--- config.mk ---
export PLATFORM = sky130hd
export DESIGN_NAME = op4_arbiter
export DESIGN_NICKNAME = d
export VERILOG_FILES = /design/src/rtl/op4_arbiter.sv
export SDC_FILE = /design/constraint.sdc
export NUM_CORES = 1
export LEC_CHECK = 0
export CORE_MARGIN = 1
export CORE_UTILIZATION = 40
export CTS_BUF_LIST = sky130_fd_sc_hd__clkbuf_8
export DETAILED_ROUTE_END_ITERATION = 10
export HOLD_SLACK_MARGIN = 0.06
export PLACE_DENSITY = 0.77
export RECOVER_POWER = 25
export SETUP_SLACK_MARGIN = 0.5
export SYNTH_ARGS = -nofsm -noshare
export SYNTH_HDL_FRONTEND = slang
export SYNTH_SLANG_ARGS = --single-unit
export TNS_END_PERCENT = 30
--- constraint.sdc ---
create_clock -name clk -period 5.1 [get_ports clk]
set_input_delay 0.765 -clock clk [delete_from_list [all_inputs] [get_ports clk]]
set_output_delay 0.765 -clock clk [all_outputs]
set_load 0.05 [all_outputs]
--- src/rtl/op4_arbiter.sv ---
// Two-port front end for the shared op4 signed 8x8 multiplier: arbitration,
// one issue stage, and a one-entry response buffer per requester.
`timescale 1ns/1ps
module op4_arbiter #(
   parameter logic RR = 1'b1
) (
   input  logic        clk,
   input  logic        rst,

   input  logic        a_valid,
   output logic        a_ready,
   input  logic [11:0] a_op1,
   input  logic [11:0] a_op2,
   output logic        a_res_valid,
   input  logic        a_res_ready,
   output logic [11:0] a_result,

   input  logic        b_valid,
   output logic        b_ready,
   input  logic [11:0] b_op1,
   input  logic [11:0] b_op2,
   output logic        b_res_valid,
   input  logic        b_res_ready,
   output logic [11:0] b_result,

   output logic        busy
);

   localparam int DATA_W = 8;
   localparam int RES_W  = 12;

   typedef enum logic {
      PORT_A = 1'b0,
      PORT_B = 1'b1
   } port_e;

   function automatic logic [RES_W-1:0] trunc_prod(
      input logic signed [DATA_W-1:0] x,
      input logic signed [DATA_W-1:0] y
   );
      logic signed [2*DATA_W-1:0] p;
      p = (2*DATA_W)'(x) * (2*DATA_W)'(y);
      return {{(RES_W-DATA_W){1'b0}}, p[DATA_W-1:0]};
   endfunction

   // Control state
   logic  out_a_q, out_a_d;
   logic  out_b_q, out_b_d;
   port_e last_q, last_d;

   // Issue stage S1
   logic                     vld_p1_q, vld_p1_d;
   port_e                    tag_p1_q, tag_p1_d;
   logic signed [DATA_W-1:0] op1_p1_q, op1_p1_d;
   logic signed [DATA_W-1:0] op2_p1_q, op2_p1_d;

   // Response buffers
   logic             a_res_valid_q, a_res_valid_d;
   logic             b_res_valid_q, b_res_valid_d;
   logic [RES_W-1:0] a_result_q, a_result_d;
   logic [RES_W-1:0] b_result_q, b_result_d;

   logic             a_hs, b_hs;
   logic             elig_a, elig_b;
   logic             cand_a, cand_b;
   logic             grant_a, grant_b;
   logic             acc_a, acc_b;
   logic [RES_W-1:0] prod_p1;

   // Upper operand bits are architecturally ignored.
   logic unused_op_hi;
   assign unused_op_hi = ^{a_op1[11:8], a_op2[11:8], b_op1[11:8], b_op2[11:8]};

   always_comb begin
      a_hs    = a_res_valid_q && a_res_ready;
      b_hs    = b_res_valid_q && b_res_ready;
      // A same-cycle drain frees the slot for a new accept.
      elig_a  = !out_a_q || a_hs;
      elig_b  = !out_b_q || b_hs;
      cand_a  = a_valid && elig_a && !rst;
      cand_b  = b_valid && elig_b && !rst;
      grant_a = cand_a && (!cand_b || !RR || (last_q == PORT_B));
      grant_b = cand_b && !grant_a;
      a_ready = elig_a && grant_a;
      b_ready = elig_b && grant_b;
      acc_a   = a_valid && a_ready;
      acc_b   = b_valid && b_ready;
   end

   always_comb begin
      out_a_d  = out_a_q;
      out_b_d  = out_b_q;
      last_d   = last_q;
      vld_p1_d = acc_a || acc_b;
      tag_p1_d = tag_p1_q;
      op1_p1_d = op1_p1_q;
      op2_p1_d = op2_p1_q;

      if (acc_a) begin
         out_a_d  = 1'b1;
         last_d   = PORT_A;
         tag_p1_d = PORT_A;
         op1_p1_d = a_op1[DATA_W-1:0];
         op2_p1_d = a_op2[DATA_W-1:0];
      end else if (a_hs) begin
         out_a_d  = 1'b0;
      end

      if (acc_b) begin
         out_b_d  = 1'b1;
         last_d   = PORT_B;
         tag_p1_d = PORT_B;
         op1_p1_d = b_op1[DATA_W-1:0];
         op2_p1_d = b_op2[DATA_W-1:0];
      end else if (b_hs) begin
         out_b_d  = 1'b0;
      end
   end

   // ---- S1 -> response buffer: multiplier sits between these registers ----
   assign prod_p1 = trunc_prod(op1_p1_q, op2_p1_q);

   always_comb begin
      a_res_valid_d = a_hs ? 1'b0 : a_res_valid_q;
      b_res_valid_d = b_hs ? 1'b0 : b_res_valid_q;
      a_result_d    = a_result_q;
      b_result_d    = b_result_q;
      if (vld_p1_q) begin
         if (tag_p1_q == PORT_A) begin
            a_res_valid_d = 1'b1;
            a_result_d    = prod_p1;
         end else begin
            b_res_valid_d = 1'b1;
            b_result_d    = prod_p1;
         end
      end
   end

   always_ff @(posedge clk) begin
      if (rst) begin
         out_a_q       <= 1'b0;
         out_b_q       <= 1'b0;
         last_q        <= PORT_B;
         vld_p1_q      <= 1'b0;
         tag_p1_q      <= PORT_A;
         a_res_valid_q <= 1'b0;
         b_res_valid_q <= 1'b0;
         a_result_q    <= '0;
         b_result_q    <= '0;
      end else begin
         out_a_q       <= out_a_d;
         out_b_q       <= out_b_d;
         last_q        <= last_d;
         vld_p1_q      <= vld_p1_d;
         tag_p1_q      <= tag_p1_d;
         a_res_valid_q <= a_res_valid_d;
         b_res_valid_q <= b_res_valid_d;
         a_result_q    <= a_result_d;
         b_result_q    <= b_result_d;
      end
   end

   // Operand registers carry data only and need no reset.
   always_ff @(posedge clk) begin
      op1_p1_q <= op1_p1_d;
      op2_p1_q <= op2_p1_d;
   end

   assign a_res_valid = a_res_valid_q;
   assign b_res_valid = b_res_valid_q;
   assign a_result    = a_result_q;
   assign b_result    = b_result_q;
   assign busy        = out_a_q || out_b_q;

endmodule

==> impl_results.md, run 1 <==
- Post-synthesis xor/xnor area fraction: 6.38%
- Hold_buf cts: 0
- Switching power: 0.387 mW
- Synth Area in Compound Gates: 6.98%
- Number of port buffers: 58
- Unrepaired setup endpoints after global routing: no
- Post-DRT Antenna Nets: 0
- Final WL: 4550 µm
- Most used cell, CP: clkbuf_1
- DR iter-0 viols: 34
- Rows: 28
- Syn. warnings: 0
- GRT Util Overall: 16.2%
- Seq/Total Area, Yosys: 37.8%
- Crit end category: output port
- Max rail drop VDD: 0.155 mV
- CTS tree: done
- Largest net degree at the start of global routing: 26
- Worst Skew: 11.2 ps
- Worst path required time: 4340 ps
- R2r setup slk: 760 ps
- #FFs+latches synth: 39
- Chip width: 80.9 µm
- Filler instances: 563
- Worst Setup Start Kind: primary input
- Clock power frac: 19.6%
- CP Cell Sequence: dlygate4sd3_1 > clkbuf_1 > a311o_1 > clkbuf_1 > inv_1 > clkdlybuf4s50_1
- Asr flop ratio synth: 0%
- Avg Inst Size Synth: 10.0 µm²
- Proportion of layout cells with a drive suffix above 1: 11.5%
- Final Power: 1.06 mW
- Largest family of logic cells by synthesized area: adder cells
- Mapped Area: 2490 µm²
- Leakage: 1.34 nW
- CTS Root Cell: clkbuf_8
- Final hold slack: 456 ps
- I/O Pins: 83
- CP Class: primary input to output port
- Grt ovf: 0
- Clock Path Buffers: 2
- Initial cell density of the core: 41.8%
- Vias in the first global route: 1801
- Adder-cell area share of the yosys netlist: 19.2%
- Area Growth Syn to Fin: 29.2%
- Num Clock Sinks: 39
- Layout Cells excl Fill: 387
- Clock transition at path regs: 80 ps
- Slew @ Worst Pin: 1040 ps
- Share of the clock period used by the worst path: 87.9%
- Switch share: 36.5%
- GPL Wtd Cong: 0.826
- Via Count: 1806
- Worst-Skew Late Latency: 300 ps
- N_diodes: 0
- Crit path largest cell delay: 770 ps
- Nets: 396
- Min Tclk post-route: 4480 ps
- Die H: 80.9 µm
- CP max stage cell: clkbuf_1
- Pwr Density: 329 nW/µm²
- Internal power: 0.674 mW
- Final Hold Violating Endpoints: 0
- Residual DRC: 0
- Flop pwr share: 36.1%
- Ys flop type: dfxtp_1
- Max_slew headroom: 30.8%
- DR vias/cell: 4.67
- Drt pass-1 iters: 4
- Max-slew violations: 0
- Core ar.: 5960 µm²
- Multiplexer share of the synthesized area: 7.23%
- DIE AREA: 6550 µm²
- Number of flops mapped to enable cells by yosys: 16
- Setup violations, final: 0
- Unique masters post-synth: 31
- Tightest Hold Check Type: flip-flop to flip-flop
- Worst Path Arrival: 3720 ps
- Achievable clock frequency: 223 MHz
- Outcome: finished, final reports clean
- Syn Inst Count: 248
- Routed len/inst: 11.7 µm
- Setup TNS: 0 ps
- Num CTS Buffers: 5
- Maximum fanout along the worst path: 25
- Initial antenna violation count: 0
- DP Cell Count: 375
- First-pass GRT wire length: 8000 µm
- DPL Wire Length: 3540 µm
- H-tree Lvls: 2
- Combinational share of power: 44.4%
- Max_cap viols: 0
- Post-Synth Simple-Gate Area: 14.4%
==> cell families (layout without fill, tap and decap cells) <==
logic type               Yosys count  after routing
other                              1              8
flip-flops                        39             39
AND/OR/NAND/NOR                   76             76
adder cells (fa/ha/maj)           31             31
multiplexers                      16             16
buffers and inverters             41             98
AO/OA/AOI/OAI                     29             29
XOR/XNOR                          15             15
==> what timing repair did <==
| action | 4_1_cts | 5_1_grt |
|---|---|---|
| buffers inserted | 0 | 4 |
| resized for setup | 0 | 1 |
| endpoints found under the setup margin | 0 | 2 |
==> path summary, 6_finish.rpt <==
| kind | depth (start not counted) | to | from |
|---|---|---|---|
| max | 6 | b_ready | rst |
| min | 2 | a_result[1] | a_result[1] |
| max reg2reg | 14 | b_result[7] | op1_p1_q[0] |
| min reg2reg | 2 | a_result[1] | a_result[1] |
==> synthesized netlist by cell type (all sizes together), types with 3 or more instances <==
| cell | n | area share [%] |
|---|---|---|
| buf | 13 | 3.8 |
| ha | 19 | 9.5 |
| xnor2 | 10 | 3.5 |
| xor2 | 3 | 1.1 |
| a21oi | 18 | 3.6 |
| dfxtp | 23 | 18 |
| nand2 | 39 | 5.9 |
| fa | 12 | 9.6 |
| clkbuf | 3 | 0.45 |
| nor2 | 9 | 1.4 |
| mux2 | 16 | 7.2 |
| nand2b | 4 | 1.0 |
| inv | 25 | 3.8 |
| edfxtp | 16 | 19 |
| a211oi | 4 | 1.2 |
| and2 | 19 | 5.0 |
==> worst max-delay path: cells and delay by family <==
family                 cells  cell delay [ps]
buffers and inverters      5             2750
AO/OA/AOI/OAI              1              200
==> state kept, by name, summed over array words and instances, names as in the netlist <==
| name | flops |
|---|---|
| out_b_q | 1 |
| op1_p1_q | 8 |
| a_res_valid | 1 |
| a_result | 8 |
| b_res_valid | 1 |
| vld_p1_q | 1 |
| b_result | 8 |
| last_q | 1 |
| out_a_q | 1 |
| tag_p1_q | 1 |
| op2_p1_q | 8 |
==> routing by layer <==
metal | GRT usage [%] | wire, µm
met4 | 5.71 | 50
met1 | 20.2 | 2030
met3 | 4.16 | 198
met5 | 0 | 0
met2 | 27.1 | 2260
==> final cells by class <==
type,instances,area (µm²),share of cell area (%)
clock buffer,5,68.8,2.14
clock inverter,3,17.5,0.544
inverter,25,93.8,2.91
multi-input combinational,175,1380,42.9
sequential,39,941,29.2
tap,75,93.8,2.91
timing repair buffer,65,622,19.3
==> cell usage in the layout, fill, tap and decap left out <==
cell	count
ha_1	19
mux2_2	16
a21oi_1	17
nor2_1	9
and2_2	5
clkbuf_1	3
a311o_1	1
nand3_1	2
clkdlybuf4s50_1	57
o22ai_1	1
o21ai_0	1
a21o_1	2
inv_4	2
fa_1	12
clkbuf_8	5
nand2b_1	4
dfxtp_1	23
xnor2_1	10
a211oi_1	4
buf_4	4
a21bo_2	1
inv_1	25
a21oi_2	1
xor2_1	3
or2_2	1
nor2b_1	1
xnor3_1	2
edfxtp_1	16
conb_1	8
clkinv_2	1
and2_1	14
nand2_1	39
o21bai_1	1
dlygate4sd3_1	1
nor3_1	1
==> power by group through the flow <==
| stage | registers (mW) | logic, mW | clock network, mW |
|---|---|---|---|
| 4_1_cts | 0.384 | 0.469 | 0.214 |
| 3_5_place_dp | 0.391 | 0.469 | 0 |
| 2_1_floorplan | 0.435 | 0.305 | 0 |
| 6_report | 0.383 | 0.470 | 0.208 |
| 3_3_place_gp | 0.390 | 0.456 | 0 |
| 5_1_grt | 0.387 | 0.530 | 0.224 |
==> through the flow <==
step	setup WS, ps	utilization [%]	area, µm²
floorplan	1060	-	2520
global placement	782	52.2	3110
finish	617	54.1	3220
detailed placement	638	52.2	3110
global route	428	54.1	3220
CTS	610	53.7	3200
No activity file was read; power rests on OpenSTA's default activity.
==> run 2: changes to the inputs <==
--- a/config.mk
+++ b/config.mk
@@ -6,12 +6,11 @@
 export NUM_CORES = 1
 export LEC_CHECK = 0
 export CORE_MARGIN = 1
-export CORE_UTILIZATION = 40
+export CORE_UTILIZATION = 48
 export CTS_BUF_LIST = sky130_fd_sc_hd__clkbuf_8
 export DETAILED_ROUTE_END_ITERATION = 10
 export HOLD_SLACK_MARGIN = 0.06
-export PLACE_DENSITY = 0.77
-export RECOVER_POWER = 25
+export PLACE_DENSITY = 0.89
 export SETUP_SLACK_MARGIN = 0.5
 export SYNTH_ARGS = -nofsm -noshare
 export SYNTH_HDL_FRONTEND = slang
==> run 2 against run 1 <==
Against the previous run:
- sequential power hardly changed
- sequential share of layout area is 0.37 points lower
- combinational power is 3% higher
- worst hold slack hardly changed
- critical path depth is 8 higher
- largest cell class unchanged
- wire length is 7.0% higher
- fmax is 0.95% higher
- setup slack better by 42 ps
- register-to-register slack worse by 100 ps
- first-iteration DRC count grew to 2.8 times the previous value
- clock skew is 2.7 ps lower
==> impl_results.md, run 2 (same netlist as run 1, synthesis figures left out) <==
- Outcome: finished, final reports clean
- Vias in the first global route: 1827
- Worst Path Arrival: 4630 ps
- Worst Setup Start Kind: flip-flop
- Tightest Hold Check Type: flip-flop to flip-flop
- GRT Util Overall: 19.2%
- N_diodes: 0
- Unrepaired setup endpoints after global routing: no
- Worst-Skew Late Latency: 290 ps
- CTS Root Cell: clkbuf_8
- Nets: 395
- H-tree Lvls: 2
- Area Growth Syn to Fin: 30.8%
- Rows: 25
- GPL Wtd Cong: 0.888
- DP Cell Count: 366
- Filler instances: 357
- Final WL: 4870 µm
- Chip width: 74.1 µm
- Final Power: 1.17 mW
- Slew @ Worst Pin: 856 ps
- Final worst slack: 659 ps
- Initial antenna violation count: 0
- Final Hold Violating Endpoints: 0
- Post-DRT Antenna Nets: 0
- Drt pass-1 iters: 4
- Clock Path Buffers: 2
- Proportion of layout cells with a drive suffix above 1: 11.9%
- Commonest non-fill, non-tap cell in the layout: clkdlybuf4s50_1
- Clock transition at path regs: 80 ps
- CP Class: flip-flop to flip-flop
- Min Tclk post-route: 4440 ps
- Max_cap viols: 0
- Num CTS Buffers: 5
- R2r setup slk: 660 ps
- Worst path required time: 5290 ps
- Hold_buf cts: 0
- Achievable clock frequency: 225 MHz
- Max-slew violations: 0
- Core ar.: 4850 µm²
- Setup Slack @ Placement: 656 ps
- DPL Wire Length: 3630 µm
- Residual DRC: 0
- Worst Skew: 8.51 ps
- Setup TNS: 0 ps
- I/O Pins: 83
- Number of port buffers: 58
- Max_slew headroom: 42.8%
- Setup violations, final: 0
- Initial cell density of the core: 51.4%
- First-pass GRT wire length: 7880 µm
- Maximum fanout along the worst path: 6
- Layout Cells excl Fill: 378
- Leakage: 1.37 nW
- CTS tree: done
- Num Clock Sinks: 39
- Max rail drop VDD: 0.310 mV
- Grt ovf: 0
- DIE AREA: 5480 µm²
- Pwr Density: 358 nW/µm²
- DR iter-0 viols: 94
- Most frequent cells in the layout: 58 x clkdlybuf4s50_1, 39 x nand2_1, 26 x inv_1, 23 x dfxtp_1, 19 x ha_1
- Share of the clock period used by the worst path: 87.1%
- Die H: 74.1 µm
- Crit end category: flip-flop
- Via Count: 1858
- Routed len/inst: 12.9 µm
- Largest net degree at the start of global routing: 26
- DR vias/cell: 4.92
run 2: final timing paths:
path,start,endpoint,depth (start not counted)
setup / recovery,op1_p1_q[0],b_result[7],14
hold reg to reg,a_result[3],a_result[3],2
setup reg to reg,op1_p1_q[0],b_result[7],14
hold / removal,a_result[3],a_result[3],2
run 2: routing by layer:
metal	share of wire [%]	GRT usage (%)
met5	0	0
met4	1.5	7.48
met3	4.0	4.20
met2	53	34.5
met1	41	22.1
run 2: what timing repair did:
item	in CTS	in global routing
buffers inserted	0	4
gates resized for setup	0	1
setup endpoints to repair	0	2
endpoints found under the hold margin	0	0
run 2: cell type report:
class | instances | area (µm²) | share of cell area (%)
inverter | 25 | 93.8 | 2.88
timing repair buffer | 64 | 626 | 19.2
clock buffer | 5 | 68.8 | 2.11
clock inverter | 3 | 63.8 | 1.96
sequential | 39 | 941 | 28.9
tap | 67 | 83.8 | 2.57
multi-input combinational | 175 | 1380 | 42.4
run 2: worst max-delay path, cell delays in order (launching register included):
cell and delay, ps:
edfxtp_1 450, nand2_1 130, fa_1 460, fa_1 550, inv_1 40, ha_1 270
inv_1 50, fa_1 590, inv_1 60, ha_1 290, a21o_1 150, a21oi_1 170
xnor3_1 420, xnor3_1 430, a211oi_2 280
run 2: power by group:
group	total [mW]	leakage [nW]	switching (mW)	internal, mW
logic	0.486	0.957	0.265	0.221
registers	0.383	0.340	0.0237	0.359
clock network	0.300	0.0695	0.106	0.194
total	1.17	1.37	0.395	0.774
run 2: stage by stage:
step | cell area, µm² | utilization [%] | hold slack [ps]
final | 3260 | 67.3 | 456
after global placement | 3090 | 63.8 | 444
after global routing | 3260 | 67.3 | 483
after floorplan | 2520 | - | 449
after detailed placement | 3090 | 63.8 | 447
after CTS | 3230 | 66.5 | 458
